$ cat src/rtl/tt_um_div8_shiftsub.sv
// -----------------------------------------------------------------------------
// tt_um_div8_shiftsub
//
// Sequential 8-bit unsigned restoring (shift-subtract) divider in the Tiny
// Tapeout harness pinout. It computes (A << FRAC_BITS) / B. One quotient bit
// is produced per clock, so an operation takes 8 + FRAC_BITS cycles.
//
// Ports
//   clk      : clock
//   rst_n    : asynchronous, active-low reset
//   ena      : design select; when low every register holds its value
//   ui_in    : operand data bus (dividend / divisor)
//   uio_in   : [0] load_a, [1] load_b, [2] start, [3] sel, [7:4] unused
//   uo_out   : sel ? remainder : quotient (combinational mux of result regs)
//   uio_out  : [4] busy, [5] done, [6] div_by_zero, [7] overflow, [3:0] = 0
//   uio_oe   : constant 8'b1111_0000 (upper nibble driven as outputs)
//
// Parameter
//   FRAC_BITS : fractional quotient bits, legal range 0..7
// -----------------------------------------------------------------------------
module tt_um_div8_shiftsub #(
  parameter int FRAC_BITS = 0
) (
  input  logic [7:0] ui_in,
  output logic [7:0] uo_out,
  input  logic [7:0] uio_in,
  output logic [7:0] uio_out,
  output logic [7:0] uio_oe,
  input  logic       ena,
  input  logic       clk,
  input  logic       rst_n
);

  // Working quotient width; also the number of iterations per operation.
  localparam int W = 8 + FRAC_BITS;

  typedef enum logic [1:0] {
    IDLE = 2'd0,
    RUN  = 2'd1,
    DONE = 2'd2
  } state_t;

  state_t state_q, state_d;

  logic       load_a, load_b, start, sel;
  logic       unused_uio_hi;

  logic [7:0]   a_q, b_q;        // operand registers
  logic [8:0]   rem_q;           // working partial remainder
  logic [W-1:0] shift_q;         // dividend bits out at MSB, quotient bits in at LSB
  logic [3:0]   cnt_q;           // iteration counter, N <= 15
  logic [7:0]   quot_res_q;      // registered quotient result
  logic [7:0]   rem_res_q;       // registered remainder result
  logic         dbz_q, ovf_q;

  logic [8:0]   rem_t, rem_d;
  logic         ge;
  logic [W-1:0] shift_d;
  logic [15:0]  q_wide;
  logic         q_over;
  logic         last_iter;
  logic         b_zero;

  assign load_a = uio_in[0];
  assign load_b = uio_in[1];
  assign start  = uio_in[2];
  assign sel    = uio_in[3];
  assign unused_uio_hi = &{1'b0, uio_in[7:4]};

  assign b_zero    = (b_q == 8'd0);
  assign last_iter = (cnt_q == 4'(W - 1));

  // One restoring step: bring in the next dividend bit, subtract B if it fits.
  // The same shift register that empties the dividend fills with quotient
  // bits, so after W steps it holds the complete quotient.
  assign rem_t   = {rem_q[7:0], shift_q[W-1]};
  assign ge      = (rem_t >= {1'b0, b_q});
  assign rem_d   = ge ? (rem_t - {1'b0, b_q}) : rem_t;
  assign shift_d = {shift_q[W-2:0], ge};

  // Any quotient bit above bit 7 means the result does not fit in 8 bits.
  assign q_wide = 16'(shift_d);
  assign q_over = |q_wide[15:8];

  // ---------------------------------------------------------------------------
  // FSM: state register + next-state logic
  // ---------------------------------------------------------------------------
  always_ff @(posedge clk or negedge rst_n) begin
    // NOTE: sequential state uses non-blocking (<=) assignments so every
    // register samples pre-edge values regardless of statement order.
    if (!rst_n) begin
      state_q <= IDLE;
    end else if (ena) begin
      state_q <= state_d;
    end
  end

  always_comb begin
    // NOTE: default assignment first so no path leaves state_d unassigned,
    // which would otherwise infer a latch.
    state_d = state_q;
    unique case (state_q)
      IDLE, DONE: begin
        if (start) state_d = b_zero ? DONE : RUN;
      end
      RUN: begin
        if (last_iter) state_d = DONE;
      end
      default: state_d = IDLE;
    endcase
  end

  // ---------------------------------------------------------------------------
  // Datapath: operand loads, iteration, result capture
  // ---------------------------------------------------------------------------
  always_ff @(posedge clk or negedge rst_n) begin
    if (!rst_n) begin
      a_q        <= 8'd0;
      b_q        <= 8'd0;
      rem_q      <= 9'd0;
      shift_q    <= '0;
      cnt_q      <= 4'd0;
      quot_res_q <= 8'd0;
      rem_res_q  <= 8'd0;
      dbz_q      <= 1'b0;
      ovf_q      <= 1'b0;
    end else if (ena) begin
      if (state_q != RUN) begin
        if (load_a) a_q <= ui_in;
        if (load_b) b_q <= ui_in;
        // A start in the same cycle as a load uses the previously held
        // operand values.
        if (start) begin
          ovf_q <= 1'b0;
          if (b_zero) begin
            dbz_q      <= 1'b1;
            quot_res_q <= 8'hFF;
            rem_res_q  <= a_q;
          end else begin
            dbz_q   <= 1'b0;
            rem_q   <= 9'd0;
            shift_q <= W'(a_q) << FRAC_BITS;
            cnt_q   <= 4'd0;
          end
        end
      end else begin
        rem_q   <= rem_d;
        shift_q <= shift_d;
        cnt_q   <= cnt_q + 4'd1;
        if (last_iter) begin
          quot_res_q <= q_over ? 8'hFF : q_wide[7:0];
          ovf_q      <= q_over;
          rem_res_q  <= rem_d[7:0];
        end
      end
    end
  end

  // ---------------------------------------------------------------------------
  // Outputs
  // ---------------------------------------------------------------------------
  assign uo_out  = sel ? rem_res_q : quot_res_q;
  assign uio_out = {ovf_q, dbz_q, (state_q == DONE), (state_q == RUN), 4'b0000};
  assign uio_oe  = 8'b1111_0000;

endmodule

$ cat config.mk
export PLATFORM = sky130hd
export DESIGN_NAME = tt_um_div8_shiftsub
export DESIGN_NICKNAME = d
export VERILOG_FILES = /design/src/rtl/tt_um_div8_shiftsub.sv
export SDC_FILE = /design/constraint.sdc
export NUM_CORES = 1
export LEC_CHECK = 0
export BUFFER_PORTS_ARGS = -buffer_cell sky130_fd_sc_hd__buf_4
export CORE_MARGIN = 10
export CORE_UTILIZATION = 60
export CTS_BUF_LIST = sky130_fd_sc_hd__clkbuf_2 sky130_fd_sc_hd__clkbuf_4 sky130_fd_sc_hd__clkbuf_8
export DETAILED_ROUTE_END_ITERATION = 10
export GPL_TIMING_DRIVEN = 0
export PLACE_DENSITY_LB_ADDON = 0.25
export SETUP_SLACK_MARGIN = 0.02
export SLEW_MARGIN = 30
export SYNTH_ARGS = -nofsm -noshare
export SYNTH_HDL_FRONTEND = slang
export SYNTH_SLANG_ARGS = --single-unit
$ cat constraint.sdc
create_clock -name clk -period 4.6 [get_ports clk]
set_input_delay 0.92 -clock clk [delete_from_list [all_inputs] [get_ports clk]]
set_output_delay 0.92 -clock clk [all_outputs]
set_load 0.01 [all_outputs]
==> key figures <==
Synth
  – Top post-synthesis cells by count: dfrtp_1, nand2_1, nor2_1, mux2_2, buf_4
  – Synth warn: 0
  – Netlist cell types: between 50 and 60
  – Mean area per synthesized cell: 10.34 um^2
  – Post-synth ARST share: 100.0%
  – Main synth FF type: dfrtp_1
  – Register area share after synthesis: a little under half
  – Synth area leaders: dfrtp_1, mux2_2, buf_4, ha_1, nand2_1
  – Mapped Cells: 295
  – Cell area after synthesis: 0.003052 mm^2
  – Post-synth EDFFs: 0
  – Most common cell in the netlist: dfrtp_1
  – Largest family of logic cells by synthesized area: compound AO/OA/AOI/OAI gates
  – Seq cells post-synth: 55
  – Compound-Gate Fraction of Synth Area: 16.24%
  – Synth Area in Simple Gates: a little over an eighth
  – Xor and xnor fraction of the mapped netlist area: 1.722%
  – Yosys top cell area share: 45.10%
  – Post-Synth Adder-Cell Area: 4.346%
  – Mux cell area share after synthesis: 11.81%
  – Largest area contributor in the netlist: dfrtp_1

Detailed routing
  – Routed via count: 2318
  – DR WL/cell: 16.86 um
  – Pre-antenna DRT Iters: 5
  – DRT iter0 DRCs: 253
  – # DRC: 0
  – Via density: 5.752
  – DRT Wirelength: just under 7 mm
  – Routed Antenna Nets: 0

GRT
  – Vias in the first global route: 2343
  – Total GRT Usage: 16.90%
  – Initial antenna violation count: 0
  – First-pass GRT wire length: 11.79 mm
  – Pin count of the biggest net entering global routing: 56
  – Global route overflow: 0

Worst setup path
  – Worst reg2reg path endpoint: rem_q[4]$_DFFE_PN0P_
  – Maximum fanout along the worst path: 8
  – CP Capture Type: output pin
  – R2R Path Start: b_q[3]$_DFFE_PN0P_
  – R2R depth: 8
  – Crit path launch type: input port
  – Req. time, crit path: 3.68 ns
  – CP Data Arrival Time: 1.80 ns
  – Critical path class: input port to output pin
  – R2R setup slack: 2.29 ns

Timing
  – Final Skew: 0.009981 ns
  – TNS Setup: 0 ns
  – Unrepaired setup endpoints after global routing: no
  – Worst-Margin Slew: 0.6765 ns
  – Max-slew violations: 0
  – Worst hold slack: 0.4949 ns
  – Final setup viols: 0
  – Period utilization: 59.07%
  – Slew HR: a little over half
  – Final hold violations: 0
  – Final worst setup slack: 1.883 ns
  – Fmax: approximately 370 MHz
  – Post-route minimum period: 2.717 ns

Clock tree
  – Worst-path clk slew: 0.09 ns
  – Skew-Pair Late Insertion Delay: 0.31 ns
  – Resize count post-CTS: 0
  – CTS H-tree depth: 2
  – Clock Path Buffers: 2
  – Num CTS Buffers: 5
  – TritonCTS clock tree: yes
  – Number of buffers added for setup after CTS: 0
  – Hold_buf cts: 0
  – CTS sink count: 55
  – Clock root buffer: clkbuf_8

Placed design
  – Number of port buffers: 23
  – Placed cells: 396
  – HPWL Detailed: roughly 5.2 mm
  – Pre-CTS setup slack: 1.875 ns
  – Routability cong.: 0.8312

Flow run
  – Max-Cap Viols: 0

Power
  – Combinational power share: 54.5%
  – Leak Pwr: 1.627 nW
  – Pwr/cell area: just under 800 mW/mm^2
  – Switching portion of total power: 42.22%
  – Clock share of power: 11.8%
  – P_sw: between 0.001 and 0.0015 W
  – Flop pwr share: 33.8%
  – Peak VDD IR: around 0.44 mV
  – Pint: approximately 0.0015 W

Finish
  – # nets final: 365
  – Final std cells w/o fill: 403
  – Final design utilization: 71.74%
  – Layout cells sized above 1: 28.27%
  – Area Growth Syn to Fin: 13.24%
  – Number of diodes: 0

Die
  – # IOs: 43
  – Die height: just over 90 um
  – Die ar.: 0.008338 mm^2
  – Initial Util: a little under two thirds
  – Site row count: 25
  – Core area: 0.004817 mm^2
  – Die W: 91.32 um

Worst hold path
  – Hold Crit Class: register to register
  – Sink of the worst hold path: quot_res_q[5]$_DFFE_PN0P_
  – Hold path startpoint: quot_res_q[5]$_DFFE_PN0P_
  – Hold path cells: 1

Outcome
  – Status: complete, no violations
==> worst max path at each step <==
stage / from / endpoint / slack (ns) / cells after the start
after global placement: uio_in[3] / uo_out[6] / 1.86 / 3
after detailed placement: uio_in[3] / uo_out[6] / 1.87 / 3
after global routing: uio_in[3] / uo_out[6] / 1.84 / 3
after CTS: uio_in[3] / uo_out[6] / 1.87 / 3
after floorplan: uio_in[3] / uo_out[0] / 2.10 / 2
final: uio_in[3] / uo_out[6] / 1.88 / 3
==> area by class of cell <==
| class | instances | area, um^2 |
|---|---|---|
| Fill cell | 387 | 1361 |
| Clock buffer | 6 | 76.32 |
| Buffer | 24 | 163.9 |
| Multi-Input combinational cell | 214 | 1504 |
| Sequential cell | 55 | 1376 |
| Timing Repair Buffer | 23 | 172.7 |
| Inverter | 13 | 48.80 |
| Tap cell | 67 | 83.83 |
| Clock inverter | 1 | 30.03 |
==> power groups by stage <==
stage	Clock (W)	Sequential (W)	Combinational, W
floorplan	0	0.000844	0.00112
global placement	0	0.000898	0.00140
detailed placement	0	0.000909	0.00144
CTS	0.000321	0.000900	0.00146
global route	0.000343	0.000933	0.00161
finish	0.000315	0.000905	0.00146
==> routing by layer <==
metal	vias to the layer above	wire length (um)	part of all wire, %	GRT usage (%)
met1	1114	2982	44	22.97
met5	-	0	0	0
met3	7	542	8.0	4.444
li1	1105	-	-	-
met2	92	3175	47	26.07
met4	0	94	1.4	4.308
==> through the flow <==
| stage | instance area, um^2 | total power (W) |
|---|---|---|
| after floorplan | 3093 | 0.001960 |
| after global placement | 3349 | 0.002302 |
| after detailed placement | 3349 | 0.002348 |
| after CTS | 3456 | 0.002678 |
| after global routing | 3456 | 0.002889 |
| final | 3456 | 0.002681 |
==> cell usage in the layout, fill, tap and decap left out, types with 3 or more instances in the layout <==
cell type / n
ha_1: 9
nand2b_1: 5
mux2i_1: 6
nor2_1: 27
a31oi_1: 6
inv_1: 12
o22a_1: 3
o21ai_0: 9
nor2b_1: 3
nand2_1: 28
a21oi_1: 14
conb_1: 13
nor3_1: 6
xor2_1: 4
buf_2: 5
o22ai_1: 8
o21ai_1: 5
buf_4: 39
nand3_1: 5
clkbuf_8: 5
dfrtp_1: 55
mux2_2: 24
==> sequential cells by signal, indices dropped and copies added (netlist names) <==
| signal | cells |
|---|---|
| a_q | 8 |
| b_q | 8 |
| cnt_q | 4 |
| dbz_q | 1 |
| quot_res_q | 8 |
| rem_q | 8 |
| rem_res_q | 8 |
| shift_q | 8 |
| state_q | 2 |
==> cells by family after synthesis <==
kind of cell             after synthesis
AND/OR/NAND/NOR                       84
other                                  2
flip-flops                            55
buffers and inverters                 37
multiplexers                          32
AO/OA/AOI/OAI                         69
adder cells (fa/ha/maj)               10
XOR/XNOR                               6
==> worst max-delay path, stage by stage <==
cell and delay (ns):
clkbuf_1 0.33, mux2_2 0.40, buf_4 0.15
(Power assumes the default switching activity.)
